**src/rtl/seg7_scan_driver_pkg.sv**
```systemverilog
// Shared constants and helpers for the scanned 7-segment driver.
// Segment polarity and counter sizing live here so the top and decoder agree.
package seg7_scan_driver_pkg;

    localparam logic [6:0] SEG_OFF_ACTIVE_LOW  = 7'h7F;
    localparam logic [6:0] SEG_OFF_ACTIVE_HIGH = 7'h00;

    function automatic logic [6:0] seg_off(input bit active_low);
        return active_low ? SEG_OFF_ACTIVE_LOW : SEG_OFF_ACTIVE_HIGH;
    endfunction

    // Width needed to hold 0..n-1; never narrower than one bit.
    function automatic int cnt_width(input int n);
        return (n < 2) ? 1 : $clog2(n);
    endfunction

endpackage

```
**src/rtl/hex_7seg_decoder.sv**
```systemverilog
// Hex nibble to 7-segment pattern, segments a..g on bits 0..6.
// Polarity follows COMMON_ANODE_CATHODE (1 = active-low).
module hex_7seg_decoder #(
    parameter int COMMON_ANODE_CATHODE = 1
) (
    input  logic [3:0] nibble,
    output logic [6:0] seg
);

    logic [6:0] pattern;

    always_comb begin
        pattern = 7'h00;
        unique case (nibble)
            4'h0: pattern = 7'h3F;
            4'h1: pattern = 7'h06;
            4'h2: pattern = 7'h5B;
            4'h3: pattern = 7'h4F;
            4'h4: pattern = 7'h66;
            4'h5: pattern = 7'h6D;
            4'h6: pattern = 7'h7D;
            4'h7: pattern = 7'h07;
            4'h8: pattern = 7'h7F;
            4'h9: pattern = 7'h6F;
            4'hA: pattern = 7'h77;
            4'hB: pattern = 7'h7C;
            4'hC: pattern = 7'h39;
            4'hD: pattern = 7'h5E;
            4'hE: pattern = 7'h79;
            4'hF: pattern = 7'h71;
            default: pattern = 7'h00;
        endcase
    end

    assign seg = (COMMON_ANODE_CATHODE != 0) ? ~pattern : pattern;

endmodule

```
**src/rtl/seg7_scan_driver.sv**
```systemverilog
// Scanned multi-digit 7-segment driver with frame-synchronous value commit
// and optional leading-zero blanking.
module seg7_scan_driver
    import seg7_scan_driver_pkg::*;
#(
    parameter int DIGITS               = 4,
    parameter int REFRESH_DIV          = 50000,
    parameter int COMMON_ANODE_CATHODE = 1
) (
    input  logic                  i_clk,
    input  logic                  i_rst,
    input  logic [4*DIGITS-1:0]   i_value,
    input  logic                  i_load,
    input  logic                  i_blank_lz,
    output logic [6:0]            o_HEX,
    output logic [DIGITS-1:0]     o_dig,
    output logic                  o_frame
);

    localparam int                IDX_W      = cnt_width(DIGITS);
    localparam int                CNT_W      = cnt_width(REFRESH_DIV);
    localparam logic [IDX_W-1:0]  IDX_LAST   = IDX_W'(DIGITS - 1);
    localparam logic [CNT_W-1:0]  CNT_LAST   = CNT_W'(REFRESH_DIV - 1);
    localparam bit                ACTIVE_LOW = (COMMON_ANODE_CATHODE != 0);
    localparam logic [6:0]        SEG_OFF    = seg_off(ACTIVE_LOW);
    localparam logic [DIGITS-1:0] DIG_OFF    = ACTIVE_LOW ? '1 : '0;

    logic [CNT_W-1:0]    cnt;
    logic [IDX_W-1:0]    idx;
    logic [4*DIGITS-1:0] shadow;
    logic [4*DIGITS-1:0] disp;
    logic                pending;
    logic                tick;
    logic                boundary;

    logic [DIGITS-1:0]   dig_onehot;
    logic [DIGITS-1:0]   lz_mask;
    logic [3:0]          nibble;
    logic [6:0]          seg;
    logic                blank_now;

    assign tick     = (cnt == CNT_LAST);
    assign boundary = tick && (idx == IDX_LAST);

    always_ff @(posedge i_clk) begin
        if (i_rst) begin
            cnt <= '0;
            idx <= '0;
        end else if (tick) begin
            cnt <= '0;
            idx <= (idx == IDX_LAST) ? '0 : idx + 1'b1;
        end else begin
            cnt <= cnt + 1'b1;
        end
    end

    // A load landing on the boundary bypasses the shadow so the newest value wins.
    always_ff @(posedge i_clk) begin
        if (i_rst) begin
            shadow  <= '0;
            disp    <= '0;
            pending <= 1'b0;
        end else begin
            if (i_load) begin
                shadow <= i_value;
            end
            if (boundary) begin
                pending <= 1'b0;
                if (i_load) begin
                    disp <= i_value;
                end else if (pending) begin
                    disp <= shadow;
                end
            end else if (i_load) begin
                pending <= 1'b1;
            end
        end
    end

    always_comb begin
        dig_onehot = '0;
        nibble     = 4'h0;
        for (int k = 0; k < DIGITS; k++) begin
            if (idx == IDX_W'(k)) begin
                dig_onehot[k] = 1'b1;
                nibble        = disp[4*k +: 4];
            end
        end
    end

    // Digit k is a leading zero when it and every more significant nibble is zero.
    always_comb begin
        lz_mask = '0;
        for (int k = 1; k < DIGITS; k++) begin
            lz_mask[k] = ((disp >> (4*k)) == '0);
        end
    end

    assign blank_now = i_blank_lz && ((lz_mask & dig_onehot) != '0);

    hex_7seg_decoder #(
        .COMMON_ANODE_CATHODE(COMMON_ANODE_CATHODE)
    ) u_decoder (
        .nibble (nibble),
        .seg    (seg)
    );

    always_ff @(posedge i_clk) begin
        if (i_rst) begin
            o_dig   <= DIG_OFF;
            o_HEX   <= SEG_OFF;
            o_frame <= 1'b0;
        end else begin
            o_dig   <= ACTIVE_LOW ? ~dig_onehot : dig_onehot;
            o_HEX   <= blank_now ? SEG_OFF : seg;
            o_frame <= boundary;
        end
    end

endmodule
```
**config.mk**
```make
export PLATFORM = sky130hd
export DESIGN_NAME = seg7_scan_driver
export DESIGN_NICKNAME = d
export VERILOG_FILES = /design/src/rtl/seg7_scan_driver_pkg.sv /design/src/rtl/hex_7seg_decoder.sv /design/src/rtl/seg7_scan_driver.sv
export SDC_FILE = /design/constraint.sdc
export NUM_CORES = 1
export LEC_CHECK = 0
export BUFFER_PORTS_ARGS = -buffer_cell sky130_fd_sc_hd__buf_2
export CORE_MARGIN = 10
export CORE_UTILIZATION = 35
export DETAILED_ROUTE_END_ITERATION = 10
export GPL_TIMING_DRIVEN = 0
export PLACE_DENSITY = 0.62
export SKIP_LAST_GASP = 1
export SLEW_MARGIN = 15
export SYNTH_ARGS = -nofsm -noshare
export SYNTH_HDL_FRONTEND = slang
export SYNTH_HIERARCHICAL = 1
export SYNTH_SLANG_ARGS = --single-unit
```
**constraint.sdc**
```tcl
create_clock -name i_clk -period 3.1 [get_ports i_clk]
set_clock_uncertainty 0.1 [all_clocks]
set_input_delay 0.31 -clock i_clk [delete_from_list [all_inputs] [get_ports i_clk]]
set_output_delay 0.31 -clock i_clk [all_outputs]
set_load 0.02 [all_outputs]
```
[Yosys cells after proc, flatten, opt, wreduce, memory -nomap -nowiden]
Memory sizes are Yosys's and may differ from the RTL's.
Index checks and enable logic that the tools add are counted.
W data, S select, Z words.
Word-level totals
  register bits: 63
  bits in latches: 0
  RAM bits: 0
  memory bits (read-only): 112
  logic and storage cells: 41
  memories: 1
Memory list
  (name not given): words 16, bits a word 7, read ports 1, clocked after Yosys merged registers in 0, wr ports 0, line hex_7seg_decoder.sv:14  | unique case (nibble)
Operators by class
  $add $sub $neg: 2
  multiply operators: 0
  divide/modulo/power cells: 0
  order comparisons: 0
  equality and inequality tests: 4
  shift operators: 0
  multiplexer cells: 11
  bitwise gates (word level): 3
  reduce and logical (&&, ||, !) cells: 12
Operators by type and width (number)
  $logic_not A16 Y1: 3
  $mux W16: 2
  $add A16 B1 Y16 const B: 1
  $eq A16 B16 Y1 const B: 1
  $mux W4: 4
  $not A7 Y7: 1
  $reduce_or A2 Y1: 3
  $and A4 B4 Y4: 1
  $eq A2 B2 Y1 const B: 2
  $mux W1: 4
  $not A4 Y4: 1
  $reduce_bool A4 Y1: 1
  $add A2 B1 Y2 const B: 1
  $eq A2 B1 Y1 const B: 1
  $logic_and A1 B1 Y1: 2
  $logic_not A2 Y1: 1
  $mux W2: 1
  $reduce_and A2 Y1: 1
  $reduce_bool A2 Y1: 1

[Longest topological paths before layout]
An unclocked memory read counts as a cell.
  word-level depth: 7
  depth in mapped cells: 13

[By module]
The synthesis kept the hierarchy.
By module, submodules not included
  seg7_scan_driver: times used 1, cells an instance 260, area each 2646.3 um^2
  hex_7seg_decoder: times used 1, cells an instance 31, area each 252.7 um^2

[Worst setup path before layout]
No wires, ideal clock.
  path kind: register to register
  start: register idx[1]
  end: register o_HEX[3]
  library setup time: 0.127 ns
  arrival time: 2.722 ns
  data required time: 2.873 ns
  setup slack: 0.151 ns
  stages on the path, launching flop included: 13
  buffers on the path: 1
  period minus slack after synthesis: 2.949 ns
  cell sequence: dfxtp_1 inv_1 ha_1 clkbuf_1 nand3b_1 a21oi_1 a21oi_1 o21ai_0 inv_1 ha_1 inv_1 mux4_1 or3_1
On the way
  longest elaborated chain between the ends: 7
  elaborated cells between the ends (all ways): 18
  those cells by class: eq/ne: 3; mux: 8; bitwise: 2; reduce/logical: 4; memory: 1
RTL lines
  start, declared: line seg7_scan_driver.sv:29  | logic [IDX_W-1:0] idx;
  start signal, assigned: line seg7_scan_driver.sv:51  | idx <= (idx == IDX_LAST) ? '0 : idx + 1'b1;
  $logic_not A2 Y1: line seg7_scan_driver.sv:84  | if (idx == IDX_W'(k)) begin
  $mux W4 (3 in a row): line seg7_scan_driver.sv:84
  $mux W4 (*): line seg7_scan_driver.sv:84
  via nibble[0]: line seg7_scan_driver.sv:38  | logic [3:0] nibble;
  $mem_v2 Z16 W7 (*)
  $not A7 Y7 (*): line hex_7seg_decoder.sv:35  | assign seg = (COMMON_ANODE_CATHODE != 0) ? ~pattern : pattern;
  via seg[3]: line seg7_scan_driver.sv:39  | logic [6:0] seg;
  end signal, assigned: line seg7_scan_driver.sv:115  | o_HEX <= blank_now ? SEG_OFF : seg;
  end, declared: line seg7_scan_driver.sv:15  | output logic [6:0] o_HEX,
Mark *: on every way through the listed nets, which the timed path passes. The rest lies on a longest branch.
A chain may end at the register's enable or synchronous reset.

[Worst setup path after layout]
Same ends and word-level chain as after synthesis.

==> impl_metrics.csv <==
group,metric,value,unit
outcome,status,"completed",
grt,grt_usage,9.77,%
yosys,ys_async_sr_fraction,0,%
timing,max_freq,348,MHz
clocking,clockBufferDepth,2,
finish,drive_gt1_share,24.2,%
grt,grt_pass1_vias,2083,
drt,dr.pass1.iters,5,
floorplanning,dieArea,0.0123,mm2
yosys,synth_seq_cells,63,
finish,antennaDiodeCount,0,
timing,max_slew_margin,59.6,%
drt,avgViaCountPerCell,4.69,
place,io_buffers,29,
drt,vias,2062,
clocking,clk_latency,340,ps
floorplanning,start_util,35.6,%
clocking,cts.sinks,63,
yosys,synth.distinct_cells,41,
pwr,power_frac_comb,4.6,%
place,gp_congestion,0.810,
timing,fin_crit,2870,ps
finish,multi_input_area,0.00152,mm2
setup_path,crit_path_max_fanout,10,
timing,worst_pin_slew,600,ps
floorplanning,die_h,111,um
drt,drc,0,
timing,rsz0062_at_grt,"no",
pwr,powerDensity,504,mW/mm2
yosys,synth-seq-area-share,43.5,%
setup_path,cp-end-kind,"flop",
yosys,syn_avg_cell_area,9.96,um2
grt,grt_pass1_wl,9930,um
grt,antenna_found_initial,0,
grt,grt_max_degree,11,
clocking,cts-root-buf,"clkbuf_8",
pwr,p_clk_share,46.7,%
timing,fin_crit_sh,92.7,%
setup_path,path_class,"reg2reg",
yosys,ys.flop_type,"dfxtp_1",
timing,hold_ws,133,ps
clocking,cts_tree,"built",
pwr,p_sw_share,20.8,%
setup_path,worst_ep_arrival_time,2990,ps
clocking,cts_inserted_buffers,9,
hold_path,hold_path_class,"in2reg",
drt,dr.first_iter.drc_count,79,
drt,ant_nets,0,
setup_path,required,3220,ps
place,dp_worst_setup_slack,-282,ps
yosys,netlist_area,0.00290,mm2
timing,fin_ws,227,ps
pwr,intPower,1.36,mW
timing,setup_viol,0,
floorplanning,rows,33,
finish,fillers,806,
place,hpwl,4180,um
finish,syn_to_final_growth,17.6,%
yosys,syn_nets,322,
drt,routed_wl,5630,um
floorplanning,die_w,111,um
pwr,vdd_ir_drop_max,0.000240,V
pwr,p_sw,357,uW
finish,final_nets,361,
pwr,seq_power_share,48.7,%
clocking,htreeDepth,3,
setup_path,worst_setup_path_start_kind,"flop",
grt,grt.overflow.total,0,
finish,regArea,0.00126,mm2
run,timing.max_cap.violations,0,
clocking,path_clk_slew,70,ps
floorplanning,coreArea,0.00813,mm2
timing,finalHoldViolCount,0,
drt,wl_per_cell,12.8,um
yosys,synth-edff-count,0,
yosys,synth_warnings,6,
timing,maxSlewViolCount,0,
pwr,p_leak,1.42,nW
yosys,syn_inst,291,
floorplanning,io_pins,32,
==> path summary, 6_finish.rpt <==
check,from,to,slack (ps),depth (start not counted)
setup reg to reg,idx[1],o_HEX[3],230,11
hold reg to reg,cnt[0],cnt[0],350,1
hold / removal,i_value[7],shadow[7],130,3
setup / recovery,idx[1],o_HEX[3],230,11
==> cell usage after synthesis, types with 2 or more instances <==
| cell type | instances | area share [%] |
|---|---|---|
| buf_2 | 4 | 0.69 |
| and4bb_2 | 2 | 0.86 |
| xor2_1 | 3 | 0.91 |
| ha_1 | 11 | 4.7 |
| or3_1 | 7 | 1.5 |
| clkbuf_1 | 7 | 0.91 |
| nand3_1 | 4 | 0.69 |
| a21oi_1 | 11 | 1.9 |
| xnor2_1 | 10 | 3.0 |
| nor2_1 | 39 | 5.0 |
| nand4_1 | 5 | 1.1 |
| inv_1 | 10 | 1.3 |
| mux2_4 | 10 | 5.2 |
| a22o_1 | 2 | 0.60 |
| nand2b_1 | 6 | 1.3 |
| nand3b_1 | 4 | 1.0 |
| o21ai_0 | 5 | 0.86 |
| nor4_1 | 7 | 1.5 |
| nor2b_1 | 8 | 1.7 |
| buf_6 | 2 | 0.78 |
| mux2_2 | 6 | 2.3 |
| mux2i_1 | 19 | 6.6 |
| nand2_1 | 16 | 2.1 |
| and2b_1 | 10 | 2.6 |
| dfxtp_1 | 63 | 44 |
| nor3_1 | 5 | 0.86 |
==> cell usage in the layout, fill, tap and decap left out, drive strengths merged, types with 6 or more instances in the layout <==
cell	Yosys	layout
o21ai	6	6
mux2i	19	19
inv	10	10
xnor2	10	10
a21oi	11	11
nor3	6	6
nand2	16	16
and2b	10	10
nand4	6	6
clkbuf	7	18
nor2	40	40
nor4	7	7
ha	11	11
buf	7	37
or3	8	8
nand2b	6	6
dfxtp	63	63
mux2	16	16
nor2b	8	8
==> registers in the layout, summed over array words and instances (netlist names) <==
name     flops
o_frame      1
shadow      16
cnt         16
o_dig        4
disp        16
idx          2
o_HEX        7
pending      1
==> power by group through the flow <==
stage / Clock, mW / Sequential [mW] / Combinational (mW)
6_report: 0.803 / 0.837 / 0.0784
5_1_grt: 0.864 / 0.839 / 0.0887
4_1_cts: 0.825 / 0.838 / 0.0809
3_5_place_dp: 0 / 0.856 / 0.0804
3_3_place_gp: 0 / 0.855 / 0.0789
2_1_floorplan: 0 / 0.861 / 0.0467
==> worst max-delay path, cell delays in order (launching register included) <==
cell      delay [ps]
dfxtp_1          380
inv_1             80
ha_2             230
nand3b_1         170
a21oi_1          180
a21oi_1           70
o21ai_2          240
inv_1            140
ha_1             300
inv_1             50
mux4_1           460
or3_1            350
==> layout make-up <==
cell class / instances / share of cell area, %
multi-input combinational: 204 / 44.6
buffer: 12 / 2.39
clock inverter: 3 / 1.91
sequential: 63 / 37.0
inverter: 10 / 1.10
clock buffer: 13 / 4.66
tap: 105 / 3.85
timing repair buffer: 30 / 4.48
==> through the flow <==
stage	cells	TNS, ps	power, mW	area [um2]	util [%]
2_1_floorplan	291	0	0.907	2900	-
3_3_place_gp	425	-163	0.934	3180	39.0
3_5_place_dp	425	-408	0.936	3180	39.0
4_1_cts	441	0	1.74	3410	41.9
5_1_grt	440	0	1.79	3410	41.9
6_report	440	0	1.72	3410	41.9
==> per-layer routing <==
| metal | vias to the layer above | GRT usage (%) | part of all wire [%] | wire length [um] |
|---|---|---|---|---|
| met1 | 946 | 11.0 | 45 | 2560 |
| li1 | 1073 | - | - | - |
| met2 | 36 | 15.8 | 49 | 2730 |
| met5 | - | 0 | 0 | 0 |
| met4 | 0 | 5.06 | 1.7 | 98 |
| met3 | 7 | 3.57 | 4.3 | 243 |
==> logic make-up after synthesis <==
family                   share of synthesized area [%]
adder cells (fa/ha/maj)                           4.75
AND/OR/NAND/NOR                                   23.8
multiplexers                                      15.0
buffers and inverters                             4.36
flip-flops                                        43.5
XOR/XNOR                                          3.93
AO/OA/AOI/OAI                                     4.70
==> repair_timing <==
action	in CTS	in global routing
hold buffers	0	0
setup buffers	0	1
cloned	0	0
resized for setup	4	2
pin swaps	0	1
setup endpoints to repair	4	4
(Power assumes the default switching activity.)
